[config.mk]
export PLATFORM = sky130hd
export DESIGN_NAME = fracture_ctrl
export DESIGN_NICKNAME = d
export VERILOG_FILES = /design/src/rtl/fracture_pkg.sv /design/src/rtl/fracture_wdog.sv /design/src/rtl/fracture_ctrl.sv
export SDC_FILE = /design/constraint.sdc
export NUM_CORES = 1
export LEC_CHECK = 0
export CAP_MARGIN = 10
export CORE_UTILIZATION = 50
export DETAILED_ROUTE_END_ITERATION = 7
export HOLD_SLACK_MARGIN = 0.1
export PLACE_DENSITY = 0.79
export SKIP_CTS_REPAIR_TIMING = 1
export SYNTH_ARGS = -nofsm -noshare
export SYNTH_HDL_FRONTEND = slang
export SYNTH_SLANG_ARGS = --single-unit
[constraint.sdc]
create_clock -name clk_sys -period 4.2 [get_ports clk_sys]
set_input_delay 0.63 -clock clk_sys [delete_from_list [all_inputs] [get_ports clk_sys]]
set_output_delay 0.63 -clock clk_sys [all_outputs]
set_load 0.03 [all_outputs]
[src/rtl/fracture_pkg.sv]
// Shared types and helpers for the ring-phase fracture controller.
// Latency: n/a (declarations only).
// Backpressure: n/a.
package fracture_pkg;

    // FSM state codes, visible on stu_state
    typedef enum logic [2:0] {
        ST_IDLE  = 3'd0,
        ST_ARMED = 3'd1,
        ST_QUAL  = 3'd2,
        ST_FIRE  = 3'd3,
        ST_REARM = 3'd4
    } state_t;

    localparam int EVT_W = 16;
    localparam logic [EVT_W-1:0] EVT_SAT = {EVT_W{1'b1}};

    // Sticky status bundle kept together in the top
    typedef struct packed {
        logic             action;
        logic             timeout;
        logic [EVT_W-1:0] evt_cnt;
    } stu_t;

    // Re-arm level: threshold minus hysteresis, floored at zero
    function automatic logic [15:0] rearm_level(input logic [15:0] th,
                                                input logic [15:0] hyst);
        return (th > hyst) ? (th - hyst) : 16'd0;
    endfunction

endpackage

[src/rtl/fracture_wdog.sv]
// Sample-arrival watchdog: counts idle cycles while running, pulses expire at the limit.
// Latency: expire is combinational from the registered count; count restarts the next edge.
// Backpressure: none; kick or !run zero the count, cfg_timeout==0 disables expiry.
module fracture_wdog
    import fracture_pkg::*;
#(
    parameter int CNT_W = 16
) (
    input  logic             clk_sys,
    input  logic             rst_n,
    input  logic [CNT_W-1:0] cfg_timeout,
    input  logic             kick,
    input  logic             run,
    output logic             expire
);

    logic [CNT_W-1:0] r_cnt;
    logic             w_expire;

    // A strobe arriving in the limit cycle counts as on time
    assign w_expire = run && !kick && (cfg_timeout != '0) && (r_cnt == cfg_timeout);
    assign expire   = w_expire;

    // Idle-cycle counter; restarts after each expiry
    always_ff @(posedge clk_sys or negedge rst_n) begin
        if (!rst_n) begin
            r_cnt <= '0;
        end else if (!run || kick || w_expire) begin
            r_cnt <= '0;
        end else begin
            r_cnt <= r_cnt + 1'b1;
        end
    end

endmodule

[src/rtl/fracture_ctrl.sv]
// Fracture sequencer: debounced threshold qualify -> timed act_out pulse -> hysteresis re-arm.
// Latency: act_out/status visible one edge after the final qualifying sample.
// Backpressure: none; samples outside ARMED/QUAL/REARM are ignored, cfg_en=0 forces IDLE.
module fracture_ctrl
    import fracture_pkg::*;
#(
    parameter int CNT_W = 16
) (
    input  logic             clk_sys,
    input  logic             rst_n,
    input  logic [15:0]      ph_ring,
    input  logic             ph_vld,
    input  logic             cfg_en,
    input  logic [15:0]      cfg_ring_th,
    input  logic [15:0]      cfg_hyst,
    input  logic [7:0]       cfg_debounce,
    input  logic [CNT_W-1:0] cfg_hold,
    input  logic [CNT_W-1:0] cfg_timeout,
    input  logic             clr_action,
    input  logic             clr_cnt,
    output logic             act_out,
    output logic             stu_action,
    output logic             stu_timeout,
    output logic [EVT_W-1:0] stu_evt_cnt,
    output logic [2:0]       stu_state
);

    localparam logic [CNT_W-1:0] HOLD_ONE = {{(CNT_W-1){1'b0}}, 1'b1};

    state_t           r_state;
    state_t           w_state_nxt;
    logic [7:0]       r_qcnt;
    logic [CNT_W-1:0] r_hold;
    logic             r_act;
    stu_t             r_stu;

    logic [7:0]       w_deb_eff;
    logic [CNT_W-1:0] w_hold_eff;
    logic             w_qual;
    logic             w_low;
    logic             w_deb_hit;
    logic             w_run;
    logic             w_expire;
    logic             w_fire_entry;
    logic             w_act_nxt;

    assign w_deb_eff  = (cfg_debounce == 8'd0) ? 8'd1 : cfg_debounce;
    assign w_hold_eff = (cfg_hold == '0) ? HOLD_ONE : cfg_hold;
    assign w_qual     = ph_vld && (ph_ring >= cfg_ring_th);
    assign w_low      = ph_vld && (ph_ring < rearm_level(cfg_ring_th, cfg_hyst));
    // This sample would be the one that completes the debounce run
    assign w_deb_hit  = ({1'b0, r_qcnt} + 9'd1) >= {1'b0, w_deb_eff};
    assign w_run      = cfg_en && (r_state inside {ST_ARMED, ST_QUAL, ST_REARM});

    fracture_wdog #(.CNT_W(CNT_W)) u_wdog (
        .clk_sys     (clk_sys),
        .rst_n       (rst_n),
        .cfg_timeout (cfg_timeout),
        .kick        (ph_vld),
        .run         (w_run),
        .expire      (w_expire)
    );

    // State register
    always_ff @(posedge clk_sys or negedge rst_n) begin
        if (!rst_n) begin
            r_state <= ST_IDLE;
        end else begin
            r_state <= w_state_nxt;
        end
    end

    // Next-state decode; disable overrides everything
    always_comb begin
        w_state_nxt = r_state;
        if (!cfg_en) begin
            w_state_nxt = ST_IDLE;
        end else begin
            case (r_state)
                ST_IDLE:  w_state_nxt = ST_ARMED;
                ST_ARMED: begin
                    if (w_expire)    w_state_nxt = ST_ARMED;
                    else if (w_qual) w_state_nxt = (w_deb_eff == 8'd1) ? ST_FIRE : ST_QUAL;
                end
                ST_QUAL: begin
                    if (w_expire)     w_state_nxt = ST_ARMED;
                    else if (ph_vld)  w_state_nxt = !w_qual  ? ST_ARMED :
                                                    w_deb_hit ? ST_FIRE  : ST_QUAL;
                end
                ST_FIRE: begin
                    if (r_hold <= HOLD_ONE) w_state_nxt = ST_REARM;
                end
                ST_REARM: begin
                    if (w_expire || w_low) w_state_nxt = ST_ARMED;
                end
                default:  w_state_nxt = ST_IDLE;
            endcase
        end
    end

    // Output decode from the transition about to be taken
    always_comb begin
        w_fire_entry = (w_state_nxt == ST_FIRE) && (r_state != ST_FIRE);
        w_act_nxt    = (w_state_nxt == ST_FIRE);
    end

    // Registered action pulse
    always_ff @(posedge clk_sys or negedge rst_n) begin
        if (!rst_n) r_act <= 1'b0;
        else        r_act <= w_act_nxt;
    end

    // Hold counter: loaded on FIRE entry, counts down while FIRE persists
    always_ff @(posedge clk_sys or negedge rst_n) begin
        if (!rst_n) begin
            r_hold <= '0;
        end else if (w_fire_entry) begin
            r_hold <= w_hold_eff;
        end else if ((r_state == ST_FIRE) && (w_state_nxt == ST_FIRE)) begin
            r_hold <= r_hold - 1'b1;
        end else begin
            r_hold <= '0;
        end
    end

    // Qualification count: only meaningful while staying in QUAL
    always_ff @(posedge clk_sys or negedge rst_n) begin
        if (!rst_n) begin
            r_qcnt <= 8'd0;
        end else if (w_state_nxt == ST_QUAL) begin
            r_qcnt <= (r_state == ST_QUAL) ? (r_qcnt + {7'd0, ph_vld}) : 8'd1;
        end else begin
            r_qcnt <= 8'd0;
        end
    end

    // Sticky status; a set/increment in the same cycle as a clear wins
    always_ff @(posedge clk_sys or negedge rst_n) begin
        if (!rst_n) begin
            r_stu <= '0;
        end else begin
            if (w_fire_entry)    r_stu.action <= 1'b1;
            else if (clr_action) r_stu.action <= 1'b0;

            if (w_expire)        r_stu.timeout <= 1'b1;
            else if (clr_action) r_stu.timeout <= 1'b0;

            if (w_fire_entry) begin
                if (r_stu.evt_cnt != EVT_SAT) r_stu.evt_cnt <= r_stu.evt_cnt + 1'b1;
            end else if (clr_cnt) begin
                r_stu.evt_cnt <= '0;
            end
        end
    end

    assign act_out     = r_act;
    assign stu_action  = r_stu.action;
    assign stu_timeout = r_stu.timeout;
    assign stu_evt_cnt = r_stu.evt_cnt;
    assign stu_state   = r_state;

endmodule
# Word-level counts from Yosys, hierarchy flattened
# Index checks and enable logic that the tools add are counted.
# W data, S select, Z words.
# totals
register_bits	62
inputBits	94
out_inout_bits	22
elab_cells	77
# classes
add_sub_neg	6
order_cmp	5
n_eq_ne	11
n_mux	25
reduce_logical	22
# ops
cell	count
$mux W16	8
$add A16 B1 Y16 const B	2
$mux W8	3
$mux W3	7
$eq A16 B16 Y1	1
$ge A16 B16 Y1	1
$gt A16 B16 Y1	1
$le A16 B1 Y1 const B	1
$logic_not A16 Y1	1
$lt A16 B16 Y1	1
$ne A16 B16 Y1 const B	1
$reduce_bool A16 Y1	1
$sub A16 B1 Y16 const B	1
$sub A16 B16 Y16	1
$pmux W3 S5	1
$eq A3 B2 Y1 const B	4
$add A8 B1 Y9 const B	1
$ge A9 B8 Y1	1
$add A8 B1 Y8	1
$eq A8 B1 Y1 const B	1
$logic_and A1 B1 Y1	8
$logic_not A8 Y1	1
$reduce_bool A2 Y1	3
$mux W1	5
other kinds (10)	13

# Logic depth before layout (Yosys ltp)
# depth
word_depth	14
depth_mapped	21
ltp_nobuf	19

# Cells and area by module
# Synthesis repeated with hierarchy kept, for this count alone.
# hier_totals
hier_cells	634
area_unflattened_um2	5477.8
# by_module_without_submodules
mod	n_inst	cells_each	area_per_inst_um2	seq_area_each_um2
fracture_ctrl	1	531	4455.5	1151.1
fracture_wdog	1	103	1022.2	400.4

# Worst setup path after synthesis
# Ideal clock, no wire load.
# synth_timing
kind	input-to-reg
startpoint	in cfg_ring_th[0]
endpoint	reg r_stu, in the netlist stu_evt_cnt[14]
setup_ns	0.087
arrival_ns	4.614
required_ns	4.113
slack_ns	-0.501
path_stages	21
path_buffers	2
path_cell_list	inv_1 ha_1 inv_1 fa_1 a21oi_1 o211ai_1 a221oi_2 o21ai_0 o31a_1 clkbuf_1 nand2_1 ha_1 a21o_1 nand3_1 a21oi_1 or4b_1 a21bo_1 a21o_1 buf_6 a2111o_1 a211oi_2
# synth_between
elab_chain_len	12
word_cells_on_any_way	22
classes_between	add/sub (1); order compare (3); eq/ne (2); mux (10); reduce/logical (6)
# synth_rtl
item	line_no	rtl
start: declaration	fracture_ctrl.sv:14	input logic [15:0] cfg_ring_th,
$sub A16 B16 Y16 / $gt A16 B16 Y1 (equally long branches)	fracture_pkg.sv:28	return (th > hyst) ? (th - hyst) : 16'd0;
$mux W16	fracture_pkg.sv:28	
$lt A16 B16 Y1	fracture_ctrl.sv:50	assign w_low = ph_vld && (ph_ring < rearm_level(cfg_ring_th, cfg_hyst));
$logic_and A1 B1 Y1	fracture_ctrl.sv:50	
$logic_or A1 B1 Y1	fracture_ctrl.sv:94	if (w_expire || w_low) w_state_nxt = ST_ARMED;
$mux W3	fracture_ctrl.sv:94	
$pmux W3 S5 *	fracture_ctrl.sv:79	case (r_state)
$mux W3 *	fracture_ctrl.sv:76	if (!cfg_en) begin
$eq A3 B2 Y1 *	fracture_ctrl.sv:103	w_fire_entry = (w_state_nxt == ST_FIRE) && (r_state != ST_FIRE);
$logic_and A1 B1 Y1 *	fracture_ctrl.sv:103	
$ne A2 B1 Y1 (no source line) / $reduce_bool A2 Y1 (equally long branches)	n/a	
$reduce_and A2 Y1 (no source line)	n/a	
end: declaration	fracture_ctrl.sv:35	stu_t r_stu;
# Every way passes the cells marked *; elsewhere a longest branch is shown, timed or not.
# A chain may end at the register's enable or synchronous reset.

# Worst setup path after layout
# layout_timing
startpoint	in cfg_ring_th[9]
endpoint	reg r_stu, in the netlist stu_evt_cnt[8]
# The elaborated chain is that of the path after synthesis.

==> flow_summary.ini <==
[sta]
clock_skew_ns = 0.00569
fmax_ghz = 0.217
period_needed_ns = 4.60
worst_pin_slew_ns = 0.805
hold_viol_final = 0
setup_violations = 35
fin_crit_sh = 1.10
rsz0062_at_grt = true
setup_ws_ns = -0.401
drv_slew = 0
relSlewSlack = 0.463

[setup_path]
critPathMaxFanout = 5
r2r-start = r_qcnt[3]
arrival_ns = 4.80
startpoint_type = input pin
cp-end-kind = register
worst_ep_required_time_ns = 4.40
worstSetupStartpoint = cfg_ring_th[9]
criticalPathCategory = input pin to register
worst-r2r-setup-slack_ns = 1.08

[floorplanning]
rows = 38
start_util = 0.519
io_pins = 116
dieArea_um2 = 11800
fp.dieW_um = 109
chipHeight_um = 109
fp.coreArea_um2 = 11000

[drt]
viasPerCell = 6.01
firstDrtPassIters = 5
route.detailed.drc = 0
vias = 6129
drt_iter0_markers = 365
routed_wl_mm = 19.4
wl_per_cell_um = 19.0
detail-route-antenna-nets = 0

[logic_synthesis]
async_flop_share = 1.00
syn_avg_cell_area_um2 = 8.41
synth_cell_types = 70
ys_seq_area_frac = 0.272
synthTopCellsByArea = dfrtp_1 27%, ha_1 14%, xnor2_1 7.1%, nor2_1 4.7%, inv_1 4.5%
synth_edf_count = 0
synthCells = 678
ys_warn_count = 0
synth_nets = 835
ys_ff_latch = 62
synth_commonest_cells = 72 x nor2_1, 69 x inv_1, 62 x dfrtp_1, 62 x ha_1, 51 x nand2_1
yosysTopAreaCellShare = 0.272
netlist_area_um2 = 5700
yosys_most_used_dff = dfrtp_1
synth_top_cell_by_area = dfrtp_1
yosysMostFrequentCell = nor2_1

[layout]
num-nets-final = 1032
drive_gt1_frac = 0.227
n_antenna_cell = 0
regArea_um2 = 1550
fillers = 680
multi_input_area_um2 = 4260
final_cells = 1020
final_util = 0.781
area_delta_synth_final_pct = 50.4

[clocking]
cts_max_level = 3
clk_pin_slew_worst_paths_ns = 0.06
worstSkewPairLatency_ns = 0.33
clock_path_buffers = 2
cts_sinks = 62
cts_tree = built
ctsRootBufferMaster = clkbuf_16
cts_made_buffers = 9

[run]
maxCapViolations = 0

[global_routing]
use_met2 = 0.489
gr-total-overflow = 0
grtUsageMet1 = 0.341
grt_pass1_wl_mm = 26.0
grt-busiest-layer = met2
grt_max_degree = 63
gr-usage-all-layers = 0.277
antenna_found_initial = 0
use_met3 = 0.0496
grt_pass1_vias = 5723

[power]
cellPowerDensity_nw_per_um2 = 271
cellLeakagePower_nw = 3.78
ir_drop_v = 0.000302

[placement]
dp_slack_ns = -1.08
dpl.cell_count = 981
gp_congestion = 0.911
dp_hpwl_mm = 12.6
port_buffers = 115

[outcome]
violations = negative setup slack
status = finished with violations

[worst_hold_path]
hold_class = input pin to async pin
[worst max-delay path, cell delays in order]
cell	delay, ns
clkdlybuf4s50_1	0.54
ha_4	0.24
a21oi_1	0.17
o21ai_1	0.14
a221oi_2	0.41
o21bai_1	0.15
a21oi_2	0.15
xnor2_1	0.13
nand2_1	0.11
ha_4	0.25
nor2b_1	0.14
o21ai_1	0.15
or4b_4	0.49
a21bo_4	0.26
a21o_4	0.22
buf_4	0.14
buf_4	0.14
a21oi_1	0.26
a211oi_2	0.08
[per-stage QoR]
step,cell area [µm²],setup TNS [ns],total power [mW],hold WS [ns]
finish,8580,-9.89,2.32,0.474
global route,8580,-15.53,2.41,0.547
CTS,7810,-21.68,2.18,0.502
detailed placement,7470,-33.73,1.32,0.530
global placement,7470,-27.00,1.29,0.508
floorplan,5770,-5.65,1.04,0.334
[report_power, final]
group	internal [mW]	switching [mW]	leakage, nW
combinational	0.395	0.431	2.76
sequential	0.612	0.0225	0.860
clock	0.579	0.282	0.159
[cell usage in the layout (no fill, tap or decap), types with 16 or more instances in the layout]
cell	netlist	layout
xnor2_1	46	46
a21oi_1	32	25
dfrtp_1	62	62
dlymetal6s2s_1	0	16
ha_1	62	50
nand2_1	51	50
nand3_1	28	27
xor2_1	23	23
o21ai_0	26	20
buf_4	2	70
clkdlybuf4s50_1	0	96
nor2_1	72	70
nand4_1	18	18
inv_1	69	59
[registers in the layout, indices dropped and copies added, names as in the netlist]
name          cells
r_hold           16
stu_evt_cnt      16
u_wdog.r_cnt     16
r_qcnt            8
stu_state         3
act_out           1
stu_action        1
stu_timeout       1
[cells by family (layout without fill, tap and decap cells)]
group | count (synthesis) | after routing | share of synthesized area
adders and majority gates | 63 | 63 | 0.140
buffers and inverters | 90 | 290 | 0.0676
AOI/OAI and AO/OA | 151 | 153 | 0.200
DFF | 62 | 62 | 0.272
xor gates and xnor gates | 69 | 69 | 0.106
muxes | 1 | 1 | 0.00175
and+or+nand+nor | 242 | 242 | 0.214
[per-layer routing]
layer	vias to the layer above	routed length, µm	share of wire
met2	262	10000	0.52
met5	-	0	0
met4	0	860	0.044
li1	2838	-	-
met1	2948	7500	0.39
met3	81	986	0.051
[worst paths after layout]
kind                       depth (start not counted)         endpoint
max                                               19   stu_evt_cnt[8]
min                                                2        r_hold[8]
max reg2reg                                       12   stu_evt_cnt[3]
min reg2reg                                        1  u_wdog.r_cnt[0]
max in group asynchronous                          2        r_qcnt[5]
min in group clk_sys                               1  u_wdog.r_cnt[0]
[final cells by class]
class / count / share of cell area
Clock buffer: 10 / 0.0267
Clock inverter: 6 / 0.0128
Inverter: 70 / 0.0321
Multi-Input combinational cell: 528 / 0.496
Sequential cell: 62 / 0.181
Tap cell: 140 / 0.0204
Timing Repair Buffer: 204 / 0.231
No activity file was read; power rests on OpenSTA's default activity.
